`config.mk`:
```
export PLATFORM = sky130hd
export DESIGN_NAME = decoder3to8_strobe
export DESIGN_NICKNAME = d
export VERILOG_FILES = /design/src/rtl/decoder3to8_strobe.sv
export SDC_FILE = /design/constraint.sdc
export NUM_CORES = 1
export LEC_CHECK = 0
export ABC_AREA = 1
export BUFFER_PORTS_ARGS = -buffer_cell sky130_fd_sc_hd__buf_2
export CAP_MARGIN = 20
export CORE_MARGIN = 1
export CORE_UTILIZATION = 57
export DETAILED_ROUTE_END_ITERATION = 10
export GPL_ROUTABILITY_DRIVEN = 0
export PLACE_DENSITY_LB_ADDON = 0.1
export REMOVE_ABC_BUFFERS = 1
export SLEW_MARGIN = 15
export SYNTH_ARGS = -nofsm -noshare
export SYNTH_HDL_FRONTEND = slang
export SYNTH_SLANG_ARGS = --single-unit
```
`constraint.sdc`:
```
create_clock -name clk -period 2.4 [get_ports clk]
set_clock_uncertainty 0.1 [all_clocks]
set_input_delay 0.12 -clock clk [delete_from_list [all_inputs] [get_ports clk]]
set_output_delay 0.12 -clock clk [all_outputs]
set_load 0.01 [all_outputs]
```
`src/rtl/decoder3to8_strobe.sv`:
```
// Registered 3-to-8 decoder: queued 3-bit codes become timed one-hot strobes on Y,
// each HOLD cycles long and followed by GAP all-zero cycles.
module decoder3to8_strobe #(
    parameter int HOLD = 4,
    parameter int GAP  = 1
) (
    input  logic       clk,
    input  logic       rst_n,
    input  logic       en,
    input  logic       code_valid,
    input  logic [2:0] code,
    output logic       code_ready,
    output logic [7:0] Y,
    output logic       busy,
    output logic       done
);

    typedef enum logic [1:0] {
        ST_IDLE   = 2'd0,
        ST_STROBE = 2'd1,
        ST_GAP    = 2'd2
    } state_t;

    localparam logic [7:0] HOLD_LOAD = 8'(HOLD - 1);
    localparam logic [7:0] GAP_LOAD  = (GAP > 0) ? 8'(GAP - 1) : 8'd0;
    localparam logic       GAP_EN    = (GAP > 0) ? 1'b1 : 1'b0;

    function automatic logic [7:0] decode3(input logic [2:0] idx);
        decode3 = 8'b0000_0001 << idx;
    endfunction

    state_t     state_r;
    state_t     state_next_s;
    logic [7:0] cnt_r;
    logic [7:0] cnt_next_s;
    logic [7:0] y_next_s;
    logic       done_next_s;
    logic       busy_next_s;
    logic       launch_s;
    logic       pop_s;
    logic       push_s;
    logic       can_launch_s;
    logic [2:0] head_s;

    logic [2:0] fifo_mem_r [2];
    logic       rd_ptr_r;
    logic       wr_ptr_r;
    logic [1:0] count_r;
    logic [1:0] count_next_s;

    assign code_ready   = (count_r != 2'd2);
    assign push_s       = code_valid && code_ready;
    assign head_s       = fifo_mem_r[rd_ptr_r];
    assign can_launch_s = (count_r != 2'd0) && en;

    // FIFO occupancy update; push and pop together at count 1 leave it at 1.
    always_comb begin
        count_next_s = count_r;
        case ({push_s, pop_s})
            2'b10:   count_next_s = count_r + 2'd1;
            2'b01:   count_next_s = count_r - 2'd1;
            default: count_next_s = count_r;
        endcase
    end

    // FIFO storage and pointers.
    always_ff @(posedge clk or negedge rst_n) begin
        if (!rst_n) begin
            fifo_mem_r[0] <= 3'd0;
            fifo_mem_r[1] <= 3'd0;
            rd_ptr_r      <= 1'b0;
            wr_ptr_r      <= 1'b0;
            count_r       <= 2'd0;
        end else begin
            if (push_s) begin
                fifo_mem_r[wr_ptr_r] <= code;
                wr_ptr_r             <= ~wr_ptr_r;
            end
            if (pop_s) begin
                rd_ptr_r <= ~rd_ptr_r;
            end
            count_r <= count_next_s;
        end
    end

    // Next-state and next-output logic; a launch pops the head and loads the hold count.
    always_comb begin
        state_next_s = state_r;
        cnt_next_s   = cnt_r;
        y_next_s     = Y;
        done_next_s  = 1'b0;
        launch_s     = 1'b0;
        case (state_r)
            ST_IDLE: begin
                if (can_launch_s) begin
                    launch_s = 1'b1;
                end else begin
                    y_next_s = 8'd0;
                end
            end
            ST_STROBE: begin
                if (cnt_r != 8'd0) begin
                    cnt_next_s  = cnt_r - 8'd1;
                    done_next_s = (cnt_r == 8'd1);
                end else if (GAP_EN) begin
                    state_next_s = ST_GAP;
                    cnt_next_s   = GAP_LOAD;
                    y_next_s     = 8'd0;
                end else if (can_launch_s) begin
                    launch_s = 1'b1;
                end else begin
                    state_next_s = ST_IDLE;
                    y_next_s     = 8'd0;
                end
            end
            ST_GAP: begin
                if (cnt_r != 8'd0) begin
                    cnt_next_s = cnt_r - 8'd1;
                end else if (can_launch_s) begin
                    launch_s = 1'b1;
                end else begin
                    state_next_s = ST_IDLE;
                end
                y_next_s = 8'd0;
            end
            default: begin
                state_next_s = ST_IDLE;
                cnt_next_s   = 8'd0;
                y_next_s     = 8'd0;
            end
        endcase
        if (launch_s) begin
            state_next_s = ST_STROBE;
            cnt_next_s   = HOLD_LOAD;
            y_next_s     = decode3(head_s);
            done_next_s  = (HOLD_LOAD == 8'd0);
        end else begin
            cnt_next_s = cnt_next_s;
        end
        pop_s       = launch_s;
        busy_next_s = (state_next_s != ST_IDLE);
    end

    // State and registered outputs, cleared immediately by reset.
    always_ff @(posedge clk or negedge rst_n) begin
        if (!rst_n) begin
            state_r <= ST_IDLE;
            cnt_r   <= 8'd0;
            Y       <= 8'd0;
            busy    <= 1'b0;
            done    <= 1'b0;
        end else begin
            state_r <= state_next_s;
            cnt_r   <= cnt_next_s;
            Y       <= y_next_s;
            busy    <= busy_next_s;
            done    <= done_next_s;
        end
    end

endmodule

```
Yosys cells after proc, flatten, opt, wreduce, memory -nomap -nowiden
Index checks and enable logic that the tools add are counted.

Logic and storage cells: 67. Bits in read-only memories: 0. Memory bits (writable): 0. Bits in latches: 0. Bits of input ports: 7. Output and inout port bits: 11. Memories kept: 0. Register bits: 30.

Shift-type cells: 1. Eq/ne operators: 10. Divide/modulo/power cells: 0. Reductions and logical operators: 10. Bitwise logic cells: 4. Muxes and demuxes: 26. $add $sub $neg: 3. Multipliers: 0. Magnitude comparators: 3.

Operators with widths (count): 2-to-1 mux 8 bit (6); case mux 8 bit (3 select lines) (1); case mux 8 bit (2 select lines) (1); 2-to-1 mux 3 bit (4); != test 3 bit (second input constant) (3); == test 8 x 1 -> 1 bit (second input constant) (1); 2-to-1 mux 2 bit (4); nonzero test 8 bit (1); left shift 1 x 3 -> 8 bit (first input constant) (1); subtractor 8 x 1 -> 8 bit (second input constant) (1); bitwise mux 6 bit (1); case mux 2 bit (3 select lines) (1); nonzero test 2 bit (3); 2-to-1 mux 1 bit (5); == test 2 x 1 -> 1 bit (second input constant) (2); == test 2 bit (second input constant) (2); >= comparator 2 bit (second input constant) (2); != test 2 bit (second input constant) (2); NOT 1 -> 2 bit (2); case mux 2 bit (2 select lines) (1); AND reduction 2 bit (2); demux 3 bit (select 1 bit) (1); logical AND 1 bit (3); adder 2 x 1 -> 2 bit (second input constant) (1); other kinds (5) (6).

Logic depth before layout (Yosys ltp)
Gate-level depths: netlist of the first run.

Word-level depth: 7. Mapped depth: 13. Gate-level depth less buffers: 12.

Worst setup path after synthesis of the first run
Ideal clock, no wire load.

Path kind: flip-flop to flip-flop. Start point: register cnt_r[0]. End point: register count_r[1]. Setup slack: 0.310 ns. Data arrival time: 1.866 ns. Required time: 2.176 ns. Stages on the path, launching flop included: 14. Period minus slack after synthesis: 2.090 ns. Buffers on the path: 1. Setup time: 0.124 ns. Cell sequence: dfrtp_1 > inv_1 > ha_1 > nand2_2 > nor2_4 > nand2_2 > nand2_2 > nand2_2 > buf_6 > inv_2 > ha_1 > a21oi_1 > o21ai_0 > xnor2_1.

Longest elaborated chain between the ends: 5. Elaborated cells between the ends (all ways): 7. Those cells by class: eq/ne: 2; mux: 3; reduce/logical: 2.

RTL lines: start: declaration (line 34) `logic [7:0] cnt_r;`; start signal: assignment (line 154) `cnt_r <= cnt_next_s;`; nonzero test 8 bit * (line 102, 117); 2-to-1 mux 1 bit * (line 117) `if (cnt_r != 8'd0) begin`; case mux 1 bit (2 select lines) * (line 93) `case (state_r)`; via launch_s (line 39) `logic launch_s;`; == test 2 x 1 -> 1 bit / == test 2 bit (equally long branches) (line 59) `case ({push_s, pop_s})`; case mux 2 bit (2 select lines) / nonzero test 2 bit (equally long branches); end signal: assignment (line 82) `count_r <= count_next_s;`; end: declaration (line 48) `logic [1:0] count_r;`.

The timed path passes the listed nets; every way through them passes the cells marked *. A chain may end at the register's enable or synchronous reset.

Worst setup path after layout of the first run
Ends and elaborated chain as after synthesis.

==> results of run 1 <==
-- final cells by class --
class,instances,share of cell area (%)
Timing Repair Buffer,23,7.64
Tap cell,31,2.08
Clock buffer,6,2.75
Clock inverter,2,0.670
Sequential cell,30,40.2
Inverter,27,5.43
Multi-Input combinational cell,139,41.3
-- worst reg2reg max path, delay by kind of cell, from the launching register on --
kind                     cells  cell delay, ns
AO/OA/AOI/OAI                2            0.22
XOR/XNOR                     1            0.13
adder cells (fa/ha/maj)      2            0.47
buffers and inverters        2            0.19
flip-flops                   1            0.41
AND/OR/NAND/NOR              5            0.46
-- routing by layer --
metal	global-route usage, %	part of all wire (%)	vias to the layer above
li1	-	-	703
met3	7.21	3.7	2
met5	0	0	-
met1	31.4	50	614
met2	35.1	46	22
met4	8.36	0.96	0
-- registers in the layout (all words and copies together), names as in the netlist --
signal      count
rd_ptr_r        1
state_r         2
done            1
count_r         2
wr_ptr_r        1
Y               8
cnt_r           8
busy            1
fifo_mem_r      6
-- cell families (layout without fill, tap and decap cells) --
| kind of cell | count (synthesis) | after routing |
|---|---|---|
| AO/OA/AOI/OAI | 33 | 33 |
| XOR/XNOR | 3 | 3 |
| adder cells (fa/ha/maj) | 7 | 7 |
| buffers and inverters | 30 | 58 |
| flip-flops | 30 | 30 |
| AND/OR/NAND/NOR | 96 | 96 |
-- power by group through the flow --
stage	clock, µW	combinational (µW)	sequential (µW)
floorplan	0	1010	838
global placement	0	1290	834
detailed placement	0	1330	846
CTS	330	1340	837
global route	352	1550	863
finish	321	1330	837
-- worst paths after layout --
check,to,slack (ns),depth (start not counted)
worst max-delay path,count_r[1],0.32,12
worst min-delay path,cnt_r[0],0.09,5
worst max register to register,count_r[1],0.32,12
worst min register to register,fifo_mem_r[1],0.40,2
max in group asynchronous,cnt_r[4],1.54,2
min in group asynchronous,Y[7],0.24,2
-- repair_timing --
item                      CTS  global route
hold buffers                5             0
setup buffers               0             0
hold endpoints to repair   37             0
-- metrics by stage --
stage | hold slack [ns] | instances | total power, µW | setup WS (ns) | util, %
6_report | 0.0901 | 258 | 2490 | 0.320 | 67.7
5_1_grt | 0.0985 | 258 | 2760 | 0.141 | 67.7
4_1_cts | 0.0726 | 258 | 2510 | 0.315 | 67.7
3_5_place_dp | 0.0909 | 245 | 2170 | 0.333 | 63.6
3_3_place_gp | 0.0822 | 245 | 2130 | 0.405 | 63.6
2_1_floorplan | -0.276 | 196 | 1850 | 0.193 | -
-- cells in the mapped netlist --
library cell,n
clkbuf_2,1
nor2_1,15
inv_1,25
buf_6,2
nor2_4,1
nor2_2,3
o21ai_2,10
inv_2,2
nand4_1,1
or2_0,3
or2_2,1
nand3_1,27
xor2_2,1
dfrtp_1,30
ha_1,7
nand2_1,37
o21ai_1,2
a21oi_1,3
a31oi_1,1
xnor2_1,2
nand2_2,6
nor3_2,1
o21ai_0,17
and2_1,1
==> reports/metrics.csv, run 1 <==
stage;metric;value;unit
logic_synthesis;yosys.area.top_type;dfrtp_1;
cts;clock_path_buffers;2;
pwr;swShare;47.8;%
cells_and_area;design_area;0.00187;mm²
logic_synthesis;syn_inst;199;
drt;antenna_left;0;
critical_path;critPathLaunchType;flop;
run;maxCapViolations;0;
cts;root_buffer;clkbuf_4;
critical_path;crit_fanout;4;
cells_and_area;multiInputGateArea;771;µm²
critical_path;crit_arrival;2.19;ns
critical_path;crit_start;cnt_r[0];
floorplanning;die_w;55.8;µm
drt;first_pass_iters;4;
drt;viasPerCell;5.20;
floorplanning;design.core.area;0.00276;mm²
cells_and_area;nNetsFinal;240;
cts;cts_resized;0;
logic_synthesis;synth_seq_area_share;45.5;%
pwr;clkPwrFrac;12.9;%
drt;remaining_drc_errors;0;
critical_path;path_buf_inv;2;
grt;grt_pass1_vias;1216;
critical_path;crit_family;adder cells;
cts;numCtsBuffers;5;
floorplanning;dieArea;0.00311;mm²
drt;num_vias;1341;
pwr;vdd_drop_max;0.901;mV
logic_synthesis;synthTopCellsByArea;dfrtp_1 (45%), nand2_1 (8.4%), nand3_1 (8.2%);
sta;finalCritPeriodShare;86.7;%
placement;io_buffers;17;
critical_path;endpoint_kind;flop;
grt;grt_pass1_wl;5.53;mm
cts;cts_sinks;30;
sta;drv_slew;0;
pwr;switching_power;1190;µW
floorplanning;start_util;59.8;%
logic_synthesis;ys_seq_elements;30;
grt;antenna_found_initial;0;
logic_synthesis;yosys.cell_types.count;24;
cts;ctsHtreeMaxLevel;2;
cts;clock_latency;0.33;ns
run_status;run_status;completed;
sta;rsz0062_at_grt;false;
pwr;power.density;1330;mW/mm²
sta;setup_violations;0;
pwr;seqPwrFrac;33.6;%
cells_and_area;drive_gt1_share;22.5;%
pwr;p_int;1300;µW
min_path;min_path_type;in2reg;
logic_synthesis;synth_compound_area_share;12.4;%
logic_synthesis;netlist_area;0.00165;mm²
drt;routed_wl;3.03;mm
logic_synthesis;synth_xor_area_share;2.05;%
critical_path;crit_type;reg2reg;
critical_path;cp.required;2.51;ns
critical_path;slowest_stage;dfrtp_1;
pwr;p_comb_share;53.5;%
cells_and_area;final-seq-area;751;µm²
critical_path;crit_top_cell;nand2_2;
placement;dpl-instance-area;0.00175;mm²
critical_path;reg2reg_from;cnt_r[0];
logic_synthesis;synth_top_family_by_area;simple AND/OR/NAND/NOR gates;
min_path;worstHoldStart;en;
logic_synthesis;muxShareOfSynthArea;0;%
floorplanning;die_y;55.8;µm
logic_synthesis;yosys.area_share.adder;5.31;%
drt;wl_per_cell;11.7;µm
cells_and_area;layout_common_cells;nand2_1 (37), dfrtp_1 (30), nand3_1 (27);
cells_and_area;fillCellCount;251;
critical_path;path_cells;inv_1, ha_1, nand2_2, nor2_4, nand2_2, nand2_2, nand2_2, inv_2, ha_1, a21oi_1, o21ai_0, xnor2_1;
cells_and_area;antenna_cells;0;
sta;worst_pin_slew;0.644;ns
drt;drtIter0Drc;51;
cts;cts_tree;built;
logic_synthesis;synthSimpleGateAreaFrac;27.0;%
critical_path;cp_slowest_stage_delay;0.41;ns
floorplanning;io_pins;18;
logic_synthesis;synth.top_cell.area_share;45.5;%
sta;relSlewSlack;57.0;%
sta;fmax;481;MHz
cells_and_area;final_common_cell;nand2_1;
grt;grt_usage;23.1;%
grt;grt_max_degree;31;
pwr;p_leak;0.000966;µW
floorplanning;rows;19;
placement;place_hpwl;2.24;mm
sta;final_hold_viol_count;0;
grt;grt_overflow;0;
cts;clk_pin_slew;0.09;ns
logic_synthesis;syn_avg_cell_area;8.29;µm²
sta;period_minus_slack;2.08;ns
sta;finalSetupTns;0;ns
logic_synthesis;yosys_warnings;0;
cells_and_area;area_growth;13.2;%
Power figures use the tool's default switching activity.
==> run 2: changes to the inputs <==
--- a/config.mk
+++ b/config.mk
@@ -12,7 +12,7 @@
 export CORE_UTILIZATION = 57
 export DETAILED_ROUTE_END_ITERATION = 10
 export GPL_ROUTABILITY_DRIVEN = 0
-export PLACE_DENSITY_LB_ADDON = 0.1
+export PLACE_DENSITY = 0.79
 export REMOVE_ABC_BUFFERS = 1
 export SLEW_MARGIN = 15
 export SYNTH_ARGS = -nofsm -noshare
==> reports/metrics.csv, run 2 (synthesis gave the netlist of run 1 again) <==
stage;metric;value;unit;change
critical_path;worstReg2RegEnd;count_r[1];;unchanged
pwr;power.density;1380;mW/mm²;was 1330 mW/mm²
min_path;holdPathStages;5;;unchanged
critical_path;crit_arrival;2.26;ns;was 2.19 ns
floorplanning;rows;19;;unchanged
sta;worst_pin_slew;0.643;ns;was 0.644 ns
cells_and_area;reg_top3;Y (8), cnt_r (8), fifo_mem_r (6);;unchanged
sta;period_minus_slack;2.14;ns;was 2.08 ns
cts;root_buffer;clkbuf_4;;unchanged
critical_path;crit_path_end;count_r[1];;unchanged
drt;viasPerCell;5.26;;was 5.20
placement;place_hpwl;2.31;mm;was 2.24 mm
cells_and_area;nNetsFinal;240;;unchanged
cells_and_area;final_common_cell;nand2_1;;unchanged
sta;layout_setup_ws;0.258;ns;was 0.320 ns
grt;antenna_found_initial;0;;unchanged
critical_path;reg2reg_from;cnt_r[0];;unchanged
drt;first_pass_iters;4;;unchanged
sta;final_hold_viol_count;0;;unchanged
sta;setup_violations;0;;unchanged
grt;grt_overflow;0;;unchanged
critical_path;crit_family;simple AND/OR/NAND/NOR gates;;was adder cells
critical_path;rr_worst_depth;12;;unchanged
cells_and_area;layout_common_cells;nand2_1 (37), dfrtp_1 (30), nand3_1 (27);;unchanged
grt;grt_pass1_wl;5.31;mm;was 5.53 mm
drt;drtIter0Drc;68;;was 51
cts;clock_latency;0.34;ns;was 0.33 ns
placement;placed_cells;245;;unchanged
cells_and_area;fin_util;68.4;%;was 67.7%
pwr;power;2600;µW;was 2490 µW
critical_path;path_cells;inv_1, ha_1, nand2_2, nor2_4, nand2_2, nand2_2, nand2_2, inv_2, ha_1, a21oi_1, o21ai_0, xnor2_1;;unchanged
critical_path;crit_type;reg2reg;;unchanged
critical_path;cp_slowest_stage_delay;0.40;ns;was 0.41 ns
critical_path;crit_top_cell;nand2_2;;unchanged
critical_path;crit_start;cnt_r[0];;unchanged
grt;grt_max_degree;31;;unchanged
critical_path;slowest_stage;dfrtp_1;;unchanged
sta;finalCritPeriodShare;89.3;%;was 86.7%
placement;io_buffers;17;;unchanged
drt;antenna_left;0;;unchanged
critical_path;crit_fanout;4;;unchanged
sta;rsz0062_at_grt;false;;unchanged
cells_and_area;final-seq-area;751;µm²;unchanged
cts;ctsHtreeMaxLevel;2;;unchanged
drt;num_vias;1351;;was 1341
cts;post-cts-setup-buffers;0;;unchanged
cts;cts_tree;built;;unchanged
cts;clock_path_buffers;2;;unchanged
sta;fmax;467;MHz;was 481 MHz
sta;drv_slew;0;;unchanged
sta;finalSetupTns;0;ns;unchanged
cells_and_area;drive_gt1_share;22.1;%;was 22.5%
run;maxCapViolations;0;;unchanged
drt;remaining_drc_errors;0;;unchanged
floorplanning;start_util;59.8;%;unchanged
grt;grt_usage;22.5;%;was 23.1%
cts;cts_sinks;30;;unchanged
cts;numCtsBuffers;5;;unchanged
pwr;vdd_drop_max;0.964;mV;was 0.901 mV
cells_and_area;multiInputGateArea;771;µm²;unchanged
floorplanning;design.core.area;0.00276;mm²;unchanged
pwr;p_leak;0.000977;µW;was 0.000966 µW
drt;routed_wl;3.11;mm;was 3.03 mm
floorplanning;io_pins;18;;unchanged
critical_path;r2r_setup_slack;0.26;ns;was 0.32 ns
run_status;run_status;completed;;unchanged
critical_path;cp.required;2.52;ns;was 2.51 ns
critical_path;critPathLaunchType;flop;;unchanged
critical_path;path_depth;12;;unchanged
grt;grt_pass1_vias;1284;;was 1216
cts;clk_pin_slew;0.09;ns;about the same
floorplanning;dieArea;0.00311;mm²;unchanged
placement;pre_cts_ws;0.314;ns;was 0.333 ns
sta;relSlewSlack;57.1;%;was 57.0%
floorplanning;die_y;55.8;µm;unchanged
cells_and_area;fin_cells;257;;was 258
critical_path;endpoint_kind;flop;;unchanged
drt;wl_per_cell;12.1;µm;was 11.7 µm
cts;cts_resized;0;;unchanged
cells_and_area;area_growth;14.3;%;was 13.2%
cells_and_area;antenna_cells;0;;unchanged
cells_and_area;fillCellCount;217;;was 251
floorplanning;die_w;55.8;µm;unchanged
critical_path;path_buf_inv;2;;unchanged
min_path;min_path_type;in2reg;;unchanged
-- run 2: cell types whose count changed in the layout (fill, tap and decap cells not counted), sizes merged --
| cell | delta |
|---|---|
| clkinv | -1 |
| bufinv | +1 |
| clkinvlp | -1 |
-- run 2: worst register-to-register path, stage by stage (launching register included) --
cell and delay, ns:
dfrtp_1 0.40, inv_1 0.13, ha_1 0.22, nand2_2 0.12, nor2_4 0.14, nand2_2 0.07
nand2_2 0.08, nand2_2 0.06, inv_2 0.08, ha_1 0.25, a21oi_1 0.11, o21ai_0 0.11
xnor2_1 0.14
-- run 2: final cells by class --
class / count / area share [%]
tap: 31 / 2.06
clock buffer: 6 / 2.72
inverter: 27 / 5.37
clock inverter: 1 / 1.59
multi-input combinational: 139 / 40.9
timing repair buffer: 23 / 7.56
sequential: 30 / 39.8
-- run 2: power breakdown --
| part | total (µW) | internal (µW) | switching, µW |
|---|---|---|---|
| logic | 1350 | 461 | 887 |
| registers | 832 | 695 | 137 |
| clock network | 419 | 242 | 177 |
| total | 2600 | 1400 | 1200 |
-- run 2: routing by layer --
metal | GRT usage [%] | share of wire (%) | wire [µm] | vias up
met5 | 0 | 0 | 0 | -
met4 | 16.7 | 2.5 | 77 | 0
met3 | 5.12 | 4.3 | 134 | 10
met2 | 35.3 | 50 | 1540 | 38
met1 | 26.9 | 44 | 1350 | 609
li1 | - | - | - | 694
-- run 2: metrics by stage --
step | area (µm²) | hold WS [ns]
2_1_floorplan | 1620 | -0.276
3_3_place_gp | 1750 | 0.0841
3_5_place_dp | 1750 | 0.0852
4_1_cts | 1890 | 0.0795
5_1_grt | 1890 | 0.111
6_report | 1890 | 0.0866
-- run 2: worst min path at each step --
| stage | from | to | slack [ns] |
|---|---|---|---|
| 5_1_grt | en | cnt_r[0] | 0.11 |
| 3_3_place_gp | rst_n | done | 0.08 |
| 2_1_floorplan | rst_n | Y[0] | -0.28 |
| 6_report | en | cnt_r[0] | 0.09 |
| 4_1_cts | en | cnt_r[0] | 0.08 |
| 3_5_place_dp | rst_n | cnt_r[3] | 0.09 |
-- run 2: repair_timing --
item                                    4_1_cts  5_1_grt
endpoints found under the setup margin        0        0
hold buffers                                  5        0
endpoints found under the hold margin        37        0
